<file path="config.mk">
export PLATFORM = sky130hd
export DESIGN_NAME = draw_sequencer_flat
export DESIGN_NICKNAME = d
export VERILOG_FILES = /design/src/rtl/draw_sequencer_if.sv /design/src/rtl/draw_sequencer.sv /design/src/flat_wrapper.sv
export SDC_FILE = /design/constraint.sdc
export NUM_CORES = 1
export LEC_CHECK = 0
export CORE_AREA = 3 3 95 88
export CTS_BUF_LIST = sky130_fd_sc_hd__clkbuf_16
export DETAILED_ROUTE_END_ITERATION = 10
export DIE_AREA = 0 0 98 91
export GPL_ROUTABILITY_DRIVEN = 0
export GPL_TIMING_DRIVEN = 1
export PLACE_DENSITY = 0.95
export SLEW_MARGIN = 0
export SYNTH_ARGS = -nofsm -noshare
export SYNTH_HDL_FRONTEND = slang
export SYNTH_SLANG_ARGS = --single-unit
</file>
<file path="constraint.sdc">
create_clock -name clk -period 6.15 [get_ports clk]
set_input_delay 1.23 -clock clk [delete_from_list [all_inputs] [get_ports clk]]
set_output_delay 1.23 -clock clk [all_outputs]
set_load 0.05 [all_outputs]
</file>
<file path="src/rtl/draw_sequencer_if.sv">
// draw_sequencer_if: point-RAM, host and DAC signals of the vector draw sequencer
//   drawing      host -> seq   frame ready in the read-side buffer
//   num_points   host -> seq   points in that frame
//   point        RAM  -> seq   {z, x[11:0], y[11:0]}, one cycle after read_address
//   read_address seq  -> RAM   point RAM read address
//   done_drawing seq  -> host  one-cycle pulse at frame end
//   x, y, z      seq  -> DAC   registered coordinates and beam enable
//   dac_strobe   seq  -> DAC   one-cycle pulse, x/y/z valid
//   dac_ready    DAC  -> seq   DAC can accept a strobe this cycle
//   busy         seq  -> host  sequencer not idle
interface draw_sequencer_if #(parameter int index_bits = 11);
   logic                  drawing;
   logic [index_bits-1:0] num_points;
   logic [24:0]           point;
   logic [index_bits-1:0] read_address;
   logic                  done_drawing;
   logic [11:0]           x;
   logic [11:0]           y;
   logic                  z;
   logic                  dac_strobe;
   logic                  dac_ready;
   logic                  busy;
   modport master (
      input  drawing, num_points, point, dac_ready,
      output read_address, done_drawing, x, y, z, dac_strobe, busy
   );
   modport slave (
      output drawing, num_points, point, dac_ready,
      input  read_address, done_drawing, x, y, z, dac_strobe, busy
   );
endinterface

</file>
<file path="src/rtl/draw_sequencer.sv">
// draw_sequencer: walks a point RAM frame and writes each point to a vector DAC with a per-point dwell
//   clk    rising-edge clock
//   reset  synchronous active-high reset
//   bus    draw_sequencer_if.master (RAM read port, host handshake, DAC strobe/ready)
// Optional feature macro DRAW_SEQ_PARK_EN: after the last point (or an empty frame) the beam is
// parked at the screen centre (800,800) blanked, with a blank dwell, before DONE.
module draw_sequencer #(
   parameter int index_bits  = 11,
   parameter int lit_dwell   = 64,
   parameter int blank_dwell = 16
) (
   input logic              clk,
   input logic              reset,
   draw_sequencer_if.master bus
);
   typedef enum logic [2:0] {IDLE, FETCH, LATCH, WRITE, DWELL, DONE, WAIT_LOW} state_t;
   state_t                state;
   logic [index_bits-1:0] frame_len;
   logic [15:0]           dwell_cnt;
   logic [24:0]           pending;
   logic                  last;
`ifdef DRAW_SEQ_PARK_EN
   localparam logic [24:0] park_point = {1'b0, 12'h800, 12'h800};
   logic                  parking;
`endif
   assign last = bus.read_address == frame_len - index_bits'(1);
   always_ff @(posedge clk) begin
      if (reset) begin
         state            <= IDLE;
         bus.read_address <= '0;
         frame_len        <= '0;
         dwell_cnt        <= '0;
         pending          <= '0;
         bus.x            <= '0;
         bus.y            <= '0;
         bus.z            <= 1'b0;
         bus.dac_strobe   <= 1'b0;
         bus.done_drawing <= 1'b0;
         bus.busy         <= 1'b0;
`ifdef DRAW_SEQ_PARK_EN
         parking          <= 1'b0;
`endif
      end else begin
         bus.dac_strobe   <= 1'b0;
         bus.done_drawing <= 1'b0;
         case (state)
            IDLE: if (bus.drawing) begin
               frame_len        <= bus.num_points;
               bus.read_address <= '0;
               bus.busy         <= 1'b1;
`ifdef DRAW_SEQ_PARK_EN
               parking          <= bus.num_points == '0;
               pending          <= park_point;
               state            <= bus.num_points == '0 ? WRITE : FETCH;
`else
               state            <= bus.num_points == '0 ? DONE : FETCH;
`endif
            end
            // RAM output for the new address is only valid one cycle later
            FETCH: state <= LATCH;
            LATCH: begin
               pending <= bus.point;
               state   <= WRITE;
            end
            WRITE: if (bus.dac_ready) begin
               bus.x          <= pending[23:12];
               bus.y          <= pending[11:0];
               bus.z          <= pending[24];
               bus.dac_strobe <= 1'b1;
               // DWELL lasts exactly the dwell count, so load count-1 and leave at zero
               dwell_cnt      <= pending[24] ? 16'(lit_dwell - 1) : 16'(blank_dwell - 1);
               state          <= DWELL;
            end
            DWELL: if (dwell_cnt != '0)
               dwell_cnt <= dwell_cnt - 16'd1;
`ifdef DRAW_SEQ_PARK_EN
            else if (parking)
               state <= DONE;
            else if (last) begin
               pending <= park_point;
               parking <= 1'b1;
               state   <= WRITE;
            end
`else
            else if (last)
               state <= DONE;
`endif
            else begin
               bus.read_address <= bus.read_address + 1'b1;
               state            <= FETCH;
            end
            DONE: begin
               bus.z            <= 1'b0;
               bus.done_drawing <= 1'b1;
               state            <= WAIT_LOW;
            end
            // a drawing level left high after the frame must not redraw it
            WAIT_LOW: if (!bus.drawing) begin
               bus.busy <= 1'b0;
               state    <= IDLE;
            end
            default: state <= IDLE;
         endcase
      end
   end
endmodule

</file>
<file path="src/flat_wrapper.sv">
// flat-port wrapper written by rule: the top's interface ports become plain ports
module draw_sequencer_flat 
#(
   parameter int index_bits  = 11,
   parameter int lit_dwell   = 64,
   parameter int blank_dwell = 16
)
  (clk, reset, bus_drawing, bus_num_points, bus_point, bus_dac_ready, bus_read_address, bus_done_drawing, bus_x, bus_y, bus_z, bus_dac_strobe, bus_busy);
  draw_sequencer_if #(.index_bits(index_bits)) bus_i ();
  input logic clk;
  input logic reset;
  input wire logic [$bits(bus_i.drawing)-1:0] bus_drawing;
  input wire logic [$bits(bus_i.num_points)-1:0] bus_num_points;
  input wire logic [$bits(bus_i.point)-1:0] bus_point;
  input wire logic [$bits(bus_i.dac_ready)-1:0] bus_dac_ready;
  output wire logic [$bits(bus_i.read_address)-1:0] bus_read_address;
  output wire logic [$bits(bus_i.done_drawing)-1:0] bus_done_drawing;
  output wire logic [$bits(bus_i.x)-1:0] bus_x;
  output wire logic [$bits(bus_i.y)-1:0] bus_y;
  output wire logic [$bits(bus_i.z)-1:0] bus_z;
  output wire logic [$bits(bus_i.dac_strobe)-1:0] bus_dac_strobe;
  output wire logic [$bits(bus_i.busy)-1:0] bus_busy;
  assign bus_i.drawing = bus_drawing;
  assign bus_i.num_points = bus_num_points;
  assign bus_i.point = bus_point;
  assign bus_i.dac_ready = bus_dac_ready;
  assign bus_read_address = bus_i.read_address;
  assign bus_done_drawing = bus_i.done_drawing;
  assign bus_x = bus_i.x;
  assign bus_y = bus_i.y;
  assign bus_z = bus_i.z;
  assign bus_dac_strobe = bus_i.dac_strobe;
  assign bus_busy = bus_i.busy;
  draw_sequencer #(.index_bits(index_bits), .lit_dwell(lit_dwell), .blank_dwell(blank_dwell)) u_core (.clk(clk), .reset(reset), .bus(bus_i));
endmodule
</file>
==> impl_metrics.prom, run 1 <==
# TYPE chip_impl_metric gauge
chip_impl_metric{name="layout_min_cycle_time",unit="ns"} 3.530
chip_impl_metric{name="worst_setup_hold_path_clk_slew",unit="ns"} 0.07
chip_impl_metric{name="post_cts_resized",unit=""} 0
chip_impl_metric{name="detailed_place.area",unit="µm²"} 4946
chip_impl_metric{name="htree_num_levels",unit=""} 3
chip_impl_metric{name="finalSetupViolations",unit=""} 0
chip_impl_metric{name="number_of_clock_buffers_inserted_by_tritoncts",unit=""} 9
chip_impl_metric{name="ys_seq_elements",unit=""} 94
chip_impl_info{name="synth_top_family_by_area",value="simple AND/OR/NAND/NOR gates"} 1
chip_impl_metric{name="critPathRequiredTime",unit="ns"} 6.38
chip_impl_metric{name="clock_skew",unit="ns"} 0.009726
chip_impl_metric{name="tightest_slew",unit="ns"} 1.086
chip_impl_metric{name="design.core.area",unit="µm²"} 7470
chip_impl_metric{name="die_x",unit="µm"} 98
chip_impl_metric{name="final.hold.worst_slack",unit="ns"} 0.4545
chip_impl_metric{name="nNetsFinal",unit=""} 634
chip_impl_info{name="critPathCaptureType",value="flop"} 1
chip_impl_metric{name="fmax",unit="MHz"} 283.3
chip_impl_info{name="outcome",value="completed"} 1
chip_impl_metric{name="post_synth_xor_area_fraction",unit="%"} 5.927
chip_impl_metric{name="post_synthesis_cell_area",unit="µm²"} 4138
chip_impl_metric{name="yosysTopAreaCellShare",unit="%"} 45.48
chip_impl_metric{name="global_route_wire_length_before_repair",unit="mm"} 17.17
chip_impl_metric{name="dp.final_hpwl",unit="mm"} 6.919
chip_impl_info{name="synthFlopType",value="sky130_fd_sc_hd__dfxtp_1"} 1
chip_impl_metric{name="yosys.area_share.adder",unit="%"} 0.9072
chip_impl_info{name="synth_top_cell_by_area",value="sky130_fd_sc_hd__dfxtp_1"} 1
chip_impl_metric{name="power.static_leakage",unit="µW"} 0.001843
chip_impl_metric{name="die_area",unit="µm²"} 8918
chip_impl_metric{name="synth_cell_type_count",unit=""} 52
chip_impl_metric{name="antenna_violations_before_repair",unit=""} 0
chip_impl_metric{name="synthArstFlopShare",unit="%"} 0
chip_impl_metric{name="edff_count_synth",unit=""} 0
chip_impl_metric{name="start_util",unit="%"} 55.39
chip_impl_metric{name="clk-insertion-delay-late",unit="ns"} 0.35
chip_impl_metric{name="final-max-slew-violation-count",unit=""} 0
chip_impl_metric{name="first_global_vias",unit=""} 3820
chip_impl_metric{name="max-slew-margin-rel",unit="%"} 27.54
chip_impl_metric{name="post-route-drc-count",unit=""} 0
chip_impl_metric{name="synth-seq-area-share",unit="%"} 45.48
chip_impl_info{name="most-common-layout-cells",value="sky130_fd_sc_hd__nand2_1 (138), sky130_fd_sc_hd__dfxtp_1 (94), sky130_fd_sc_hd__a21oi_1 (78)"} 1
chip_impl_metric{name="critPathMaxFanout",unit=""} 30
chip_impl_info{name="cts_tree",value="built"} 1
chip_impl_metric{name="fp-row-count",unit=""} 30
chip_impl_metric{name="synth_cells",unit=""} 527
chip_impl_info{name="min_path_type",value="flop to flop"} 1
chip_impl_metric{name="postLayoutCellArea",unit="µm²"} 5285
chip_impl_metric{name="basic_gate_share_of_the_synthesized_area_counting_and_or_nand_and_nor_cells",unit="%"} 28.42
chip_impl_metric{name="cts_sinks",unit=""} 94
chip_impl_metric{name="synth_mux_area_share",unit="%"} 0.5141
chip_impl_metric{name="num_antenna_cells",unit=""} 0
chip_impl_metric{name="final_layout_size_suffix_gt1_share",unit="%"} 4.530
chip_impl_info{name="final_common_cell",value="sky130_fd_sc_hd__nand2_1"} 1
chip_impl_info{name="cells_taking_the_most_area_after_synthesis",value="sky130_fd_sc_hd__dfxtp_1 (45%), sky130_fd_sc_hd__nand2_1 (13%), sky130_fd_sc_hd__a21oi_1 (9.4%)"} 1
chip_impl_metric{name="post_synth.cell_area_avg",unit="µm²"} 7.851
chip_impl_metric{name="detailedPlace.worstSlack",unit="ns"} 2.296
chip_impl_metric{name="detailroute.via_count",unit=""} 4023
chip_impl_metric{name="final.setup.worst_slack",unit="ns"} 2.620
chip_impl_metric{name="fp.dieH",unit="µm"} 91
chip_impl_metric{name="timing.max_cap.violations",unit=""} 0
chip_impl_metric{name="post_cts.repair.setup_buffers",unit=""} 0
chip_impl_metric{name="clk_path_buf_depth",unit=""} 2
chip_impl_metric{name="setup-tns-final",unit="ns"} 0
chip_impl_metric{name="pin_count",unit=""} 79
chip_impl_metric{name="area_growth_synth_to_finish",unit="%"} 27.73
chip_impl_metric{name="postRouteWirelength",unit="mm"} 10.47
chip_impl_metric{name="critical_path_arrival",unit="ns"} 3.76
chip_impl_metric{name="synth_compound_area_share",unit="%"} 15.54
chip_impl_metric{name="peakVddDrop",unit="µV"} 168.5
chip_impl_metric{name="power.density_cell_area",unit="nW/µm²"} 306.7
chip_impl_metric{name="finalPower",unit="µW"} 1621
chip_impl_metric{name="antenna_nets_post_route",unit=""} 0
chip_impl_metric{name="routedWlPerCell",unit="µm"} 15.13
chip_impl_metric{name="grt_max_degree",unit=""} 79
chip_impl_info{name="cp-start-kind",value="input pin"} 1
chip_impl_metric{name="period_share",unit="%"} 57.40
chip_impl_metric{name="total_of_warnings_raised_by_yosys",unit=""} 0
chip_impl_info{name="grt_setup_unrepaired",value="no"} 1
chip_impl_metric{name="timing_hold_violations_final",unit=""} 0
chip_impl_metric{name="routed_via_density",unit=""} 5.814
chip_impl_metric{name="grt-ovfl-total",unit=""} 0
chip_impl_info{name="clock-root-buffer",value="sky130_fd_sc_hd__clkbuf_16"} 1
chip_impl_metric{name="syn-num-nets",unit=""} 570
chip_impl_info{name="worstSetupPathType",value="input pin to flop"} 1
chip_impl_metric{name="global_route.usage.total",unit="%"} 23.18
chip_impl_metric{name="drtIter0Drc",unit=""} 354
chip_impl_metric{name="place.port_buffers",unit=""} 78
chip_impl_metric{name="detailedRoute.firstPassIterationCount",unit=""} 5
chip_impl_metric{name="holdBufCountCts",unit=""} 0
-- through the flow --
stage / util, % / std cells
after floorplan: - / 527
after global placement: 66.21 / 676
after detailed placement: 66.21 / 676
after CTS: 70.75 / 692
after global routing: 70.75 / 692
final: 70.75 / 692
-- layer usage --
layer  track usage [%]  wire [µm]
met1             28.54       4319
met2             38.61       5210
met3             5.991        730
met4             9.343        209
met5                 0          0
-- report_power, final --
group,internal [µW],switching [µW]
clock network,367,257
logic,127,181
registers,648,41.2
-- synth_stat cells (2+ instances only) --
library cell / instances
sky130_fd_sc_hd__nand2_1: 138
sky130_fd_sc_hd__dfxtp_1: 94
sky130_fd_sc_hd__a21oi_1: 78
sky130_fd_sc_hd__nor2_1: 34
sky130_fd_sc_hd__clkbuf_1: 22
sky130_fd_sc_hd__xnor2_1: 16
sky130_fd_sc_hd__nor3_1: 12
sky130_fd_sc_hd__xor2_1: 12
sky130_fd_sc_hd__nand2b_1: 11
sky130_fd_sc_hd__o21ai_0: 10
sky130_fd_sc_hd__nand3_1: 9
sky130_fd_sc_hd__inv_1: 8
sky130_fd_sc_hd__nor4_1: 8
sky130_fd_sc_hd__or3_1: 8
sky130_fd_sc_hd__or4_1: 5
sky130_fd_sc_hd__and3_1: 4
sky130_fd_sc_hd__buf_1: 4
sky130_fd_sc_hd__o22ai_1: 4
sky130_fd_sc_hd__a211oi_1: 3
sky130_fd_sc_hd__and2_1: 3
sky130_fd_sc_hd__ha_1: 3
sky130_fd_sc_hd__o211ai_1: 3
sky130_fd_sc_hd__o21a_1: 3
sky130_fd_sc_hd__o31ai_1: 3
sky130_fd_sc_hd__nand4_1: 2
sky130_fd_sc_hd__nor2b_1: 2
sky130_fd_sc_hd__nor4b_1: 2
sky130_fd_sc_hd__or3_4: 2
-- logic make-up after synthesis --
| logic type | Yosys count |
|---|---|
| flops | 94 |
| xor+xnor | 28 |
| compound gates | 114 |
| buf+inv | 35 |
| simple gates | 251 |
| fa+ha+maj | 3 |
| mux | 2 |
-- final cells by class --
class	count	area, µm²
Timing Repair Buffer	80	790.8
Tap cell	96	120.1
Clock inverter	7	113.9
Clock buffer	9	225.2
Sequential cell	94	1882
Inverter	8	30.03
Multi-Input combinational cell	398	2123
Fill cell	529	2185
-- sequential cells by signal (all words and copies together), names as in the netlist, 3 cells and up --
register,cells
u_core.dwell_cnt,16
u_core.bus.y,12
u_core.pending,25
u_core.state,3
u_core.frame_len,11
u_core.bus.read_address,11
u_core.bus.x,12
-- path summary, 6_finish.rpt --
check,from,cells past startpoint,slack [ns],end
worst max-delay path,bus_dac_ready,6,2.62,u_core.dwell_cnt[15]
worst min-delay path,u_core.pending[2],2,0.45,u_core.bus.y[2]
worst max register to register,u_core.frame_len[0],9,3.07,u_core.bus.read_address[0]
worst min register to register,u_core.pending[2],2,0.45,u_core.bus.y[2]
-- critical path: stages --
cell                              delay, ns
sky130_fd_sc_hd__clkdlybuf4s50_1       0.52
sky130_fd_sc_hd__and4b_1               0.94
sky130_fd_sc_hd__o21ai_0               0.42
sky130_fd_sc_hd__or3_1                 0.43
sky130_fd_sc_hd__xor2_1                0.15
sky130_fd_sc_hd__nor2_1                0.05
Power figures use the tool's default switching activity.
==> inputs of run 2 (changes only) <==
--- a/config.mk
+++ b/config.mk
@@ -5,13 +5,13 @@
 export SDC_FILE = /design/constraint.sdc
 export NUM_CORES = 1
 export LEC_CHECK = 0
-export CORE_AREA = 3 3 95 88
+export CORE_AREA = 3 3 103 96
 export CTS_BUF_LIST = sky130_fd_sc_hd__clkbuf_16
 export DETAILED_ROUTE_END_ITERATION = 10
-export DIE_AREA = 0 0 98 91
+export DIE_AREA = 0 0 106 99
 export GPL_ROUTABILITY_DRIVEN = 0
 export GPL_TIMING_DRIVEN = 1
-export PLACE_DENSITY = 0.95
+export PLACE_DENSITY = 0.86
 export SLEW_MARGIN = 0
 export SYNTH_ARGS = -nofsm -noshare
 export SYNTH_HDL_FRONTEND = slang
==> constraint.sdc (replaced) <==
create_clock -name clk -period 3.1 [get_ports clk]
set_input_delay 0.62 -clock clk [delete_from_list [all_inputs] [get_ports clk]]
set_output_delay 0.62 -clock clk [all_outputs]
set_load 0.05 [all_outputs]
==> impl_metrics.prom, run 2 (synthesized netlist as in run 1, its figures left out) <==
# TYPE chip_impl_metric gauge
chip_impl_metric{name="fp-row-count",unit=""} 33
chip_impl_info{name="max_flop_register",value="u_core.pending"} 1
chip_impl_info{name="min_path_type",value="flop to flop"} 1
chip_impl_metric{name="fmax",unit="MHz"} 347.8
chip_impl_info{name="cts_tree",value="built"} 1
chip_impl_metric{name="cts_sinks",unit=""} 94
chip_impl_metric{name="grt-ovfl-total",unit=""} 0
chip_impl_metric{name="global_route_wire_length_before_repair",unit="mm"} 17.19
chip_impl_metric{name="critical_path.max_stage_delay",unit="ns"} 0.49
chip_impl_metric{name="worst_setup_hold_path_clk_slew",unit="ns"} 0.08
chip_impl_metric{name="critPathRequiredTime",unit="ns"} 3.37
chip_impl_metric{name="pin_count",unit=""} 79
chip_impl_info{name="final_common_cell",value="sky130_fd_sc_hd__nand2_1"} 1
chip_impl_metric{name="period_share",unit="%"} 92.75
chip_impl_info{name="critPathCaptureType",value="flop"} 1
chip_impl_info{name="worst_path_max_delay_cell",value="sky130_fd_sc_hd__or4_1"} 1
chip_impl_metric{name="clock_skew",unit="ns"} 0.009779
chip_impl_metric{name="final_layout_size_suffix_gt1_share",unit="%"} 5.008
chip_impl_metric{name="finalSetupViolations",unit=""} 0
chip_impl_info{name="grt_setup_unrepaired",value="no"} 1
chip_impl_metric{name="layout_min_cycle_time",unit="ns"} 2.875
chip_impl_metric{name="fp.dieH",unit="µm"} 99
chip_impl_metric{name="critPathMaxFanout",unit=""} 17
chip_impl_metric{name="grt_max_degree",unit=""} 45
chip_impl_metric{name="power.density_cell_area",unit="nW/µm²"} 582.1
chip_impl_info{name="clock-root-buffer",value="sky130_fd_sc_hd__clkbuf_16"} 1
chip_impl_metric{name="global_route.usage.total",unit="%"} 19.64
chip_impl_metric{name="first_global_vias",unit=""} 3734
chip_impl_metric{name="peakVddDrop",unit="µV"} 310.4
chip_impl_metric{name="num_antenna_cells",unit=""} 0
chip_impl_info{name="leading_registers_by_flop_count",value="u_core.pending (25), u_core.dwell_cnt (16)"} 1
chip_impl_metric{name="die_x",unit="µm"} 106
chip_impl_info{name="worstSetupPathType",value="flop to flop"} 1
chip_impl_metric{name="post_cts_resized",unit=""} 0
chip_impl_info{name="cp-start-kind",value="flop"} 1
chip_impl_metric{name="detailroute.via_count",unit=""} 3901
chip_impl_metric{name="drtIter0Drc",unit=""} 231
chip_impl_metric{name="detailedRoute.firstPassIterationCount",unit=""} 5
chip_impl_info{name="timing.critical_path.max_delay_family",value="simple AND/OR/NAND/NOR gates"} 1
chip_impl_metric{name="design.core.area",unit="µm²"} 8919
chip_impl_metric{name="place_inst",unit=""} 705
chip_impl_metric{name="timing_hold_violations_final",unit=""} 0
chip_impl_metric{name="area_growth_synth_to_finish",unit="%"} 28.33
chip_impl_metric{name="routed_via_density",unit=""} 5.411
chip_impl_metric{name="number_of_clock_buffers_inserted_by_tritoncts",unit=""} 9
chip_impl_metric{name="htree_num_levels",unit=""} 3
chip_impl_metric{name="routedWlPerCell",unit="µm"} 14.09
chip_impl_metric{name="power.static_leakage",unit="µW"} 0.001846
chip_impl_metric{name="tightest_slew",unit="ns"} 0.9312
chip_impl_metric{name="antenna_violations_before_repair",unit=""} 0
chip_impl_metric{name="critical_path_arrival",unit="ns"} 3.15
chip_impl_metric{name="clk-insertion-delay-late",unit="ns"} 0.35
chip_impl_metric{name="holdBufCountCts",unit=""} 0
chip_impl_metric{name="antenna_nets_post_route",unit=""} 0
chip_impl_metric{name="largest_reg_flops",unit=""} 25
chip_impl_metric{name="clk_path_buf_depth",unit=""} 2
chip_impl_metric{name="dp.final_hpwl",unit="mm"} 7.065
chip_impl_metric{name="worst-r2r-cell-count",unit=""} 9
chip_impl_info{name="crit_chain",value="inv_1 > ha_1 > nor4bb_1 > o22ai_1 > or3_1 > or4_1 > o21ai_4 > mux2_2 > nor2_1"} 1
chip_impl_metric{name="post_cts.repair.setup_buffers",unit=""} 0
chip_impl_metric{name="post-route-drc-count",unit=""} 0
chip_impl_info{name="outcome",value="completed"} 1
chip_impl_metric{name="worst-path-buf-inv",unit=""} 1
chip_impl_metric{name="max-slew-margin-rel",unit="%"} 37.92
chip_impl_metric{name="final_cell_count_no_fill",unit=""} 721
chip_impl_metric{name="place.port_buffers",unit=""} 78
chip_impl_metric{name="timing.max_cap.violations",unit=""} 0
chip_impl_metric{name="die_area",unit="µm²"} 10490
chip_impl_info{name="most-common-layout-cells",value="sky130_fd_sc_hd__nand2_1 (138), sky130_fd_sc_hd__dfxtp_1 (94), sky130_fd_sc_hd__a21oi_1 (78)"} 1
chip_impl_metric{name="setup-tns-final",unit="ns"} 0
chip_impl_metric{name="number_of_logic_stages_on_the_critical_path_including_buffering",unit=""} 9
chip_impl_metric{name="postRouteWirelength",unit="mm"} 10.16
chip_impl_metric{name="final-max-slew-violation-count",unit=""} 0
chip_impl_metric{name="nNetsFinal",unit=""} 637
chip_impl_metric{name="start_util",unit="%"} 46.39
chip_impl_metric{name="timing.hold.worst_path_depth",unit=""} 2
run 2: through the flow:
stage / instance area, µm² / setup slack, ns / util, % / hold WS (ns) / total power (µW)
finish: 5310 / 0.2248 / 59.54 / 0.4490 / 3091
global route: 5310 / 0.05083 / 59.54 / 0.4702 / 3233
CTS: 5310 / 0.2093 / 59.54 / 0.4513 / 3106
detailed placement: 5001 / 0.2299 / 56.07 / 0.4431 / 1986
global placement: 5001 / 0.3506 / 56.07 / 0.4359 / 1956
floorplan: 4138 / 0.4096 / - / 0.4322 / 1821
run 2: cell type report:
type,instances,area [µm²]
fill,794,3608
multi-input combinational,398,2123
sequential,94,1882
timing repair buffer,83,813.3
clock buffer,9,225.2
tap,122,152.6
clock inverter,7,83.83
inverter,8,30.03
run 2: path summary, 6_finish.rpt:
path	from	slack, ns	end
max	u_core.frame_len[0]	0.22	u_core.bus.read_address[0]
min	u_core.pending[12]	0.45	u_core.bus.x[0]
max reg2reg	u_core.frame_len[0]	0.22	u_core.bus.read_address[0]
min reg2reg	u_core.pending[12]	0.45	u_core.bus.x[0]
run 2: where the power goes:
part           switching [µW]  internal (µW)
Sequential               78.2           1280
Combinational             349            254
Clock                     544            581
run 2: worst register-to-register path, delay by kind of cell, from the launching register on:
| kind | cells | cell delay (ns) |
|---|---|---|
| AND/OR/NAND/NOR | 4 | 1.25 |
| flip-flops | 1 | 0.36 |
| buffers and inverters | 1 | 0.08 |
| adder cells (fa/ha/maj) | 1 | 0.25 |
| AO/OA/AOI/OAI | 2 | 0.49 |
| multiplexers | 1 | 0.39 |
run 2: metal layers:
layer	track usage, %	vias to the layer above	part of all wire [%]
li1	-	1924	-
met5	0	-	0
met2	34.07	142	48
met3	5.370	18	7.1
met1	23.99	1817	43
met4	5.578	0	1.6
==> inputs of run 3 (changes only) <==
--- a/config.mk
+++ b/config.mk
@@ -10,8 +10,8 @@
 export DETAILED_ROUTE_END_ITERATION = 10
 export DIE_AREA = 0 0 106 99
 export GPL_ROUTABILITY_DRIVEN = 0
-export GPL_TIMING_DRIVEN = 1
 export PLACE_DENSITY = 0.86
+export SKIP_CTS_REPAIR_TIMING = 1
 export SLEW_MARGIN = 0
 export SYNTH_ARGS = -nofsm -noshare
 export SYNTH_HDL_FRONTEND = slang
==> results of run 3 <==
No change in the layout: final DEF, timing and power equal those of run 2.
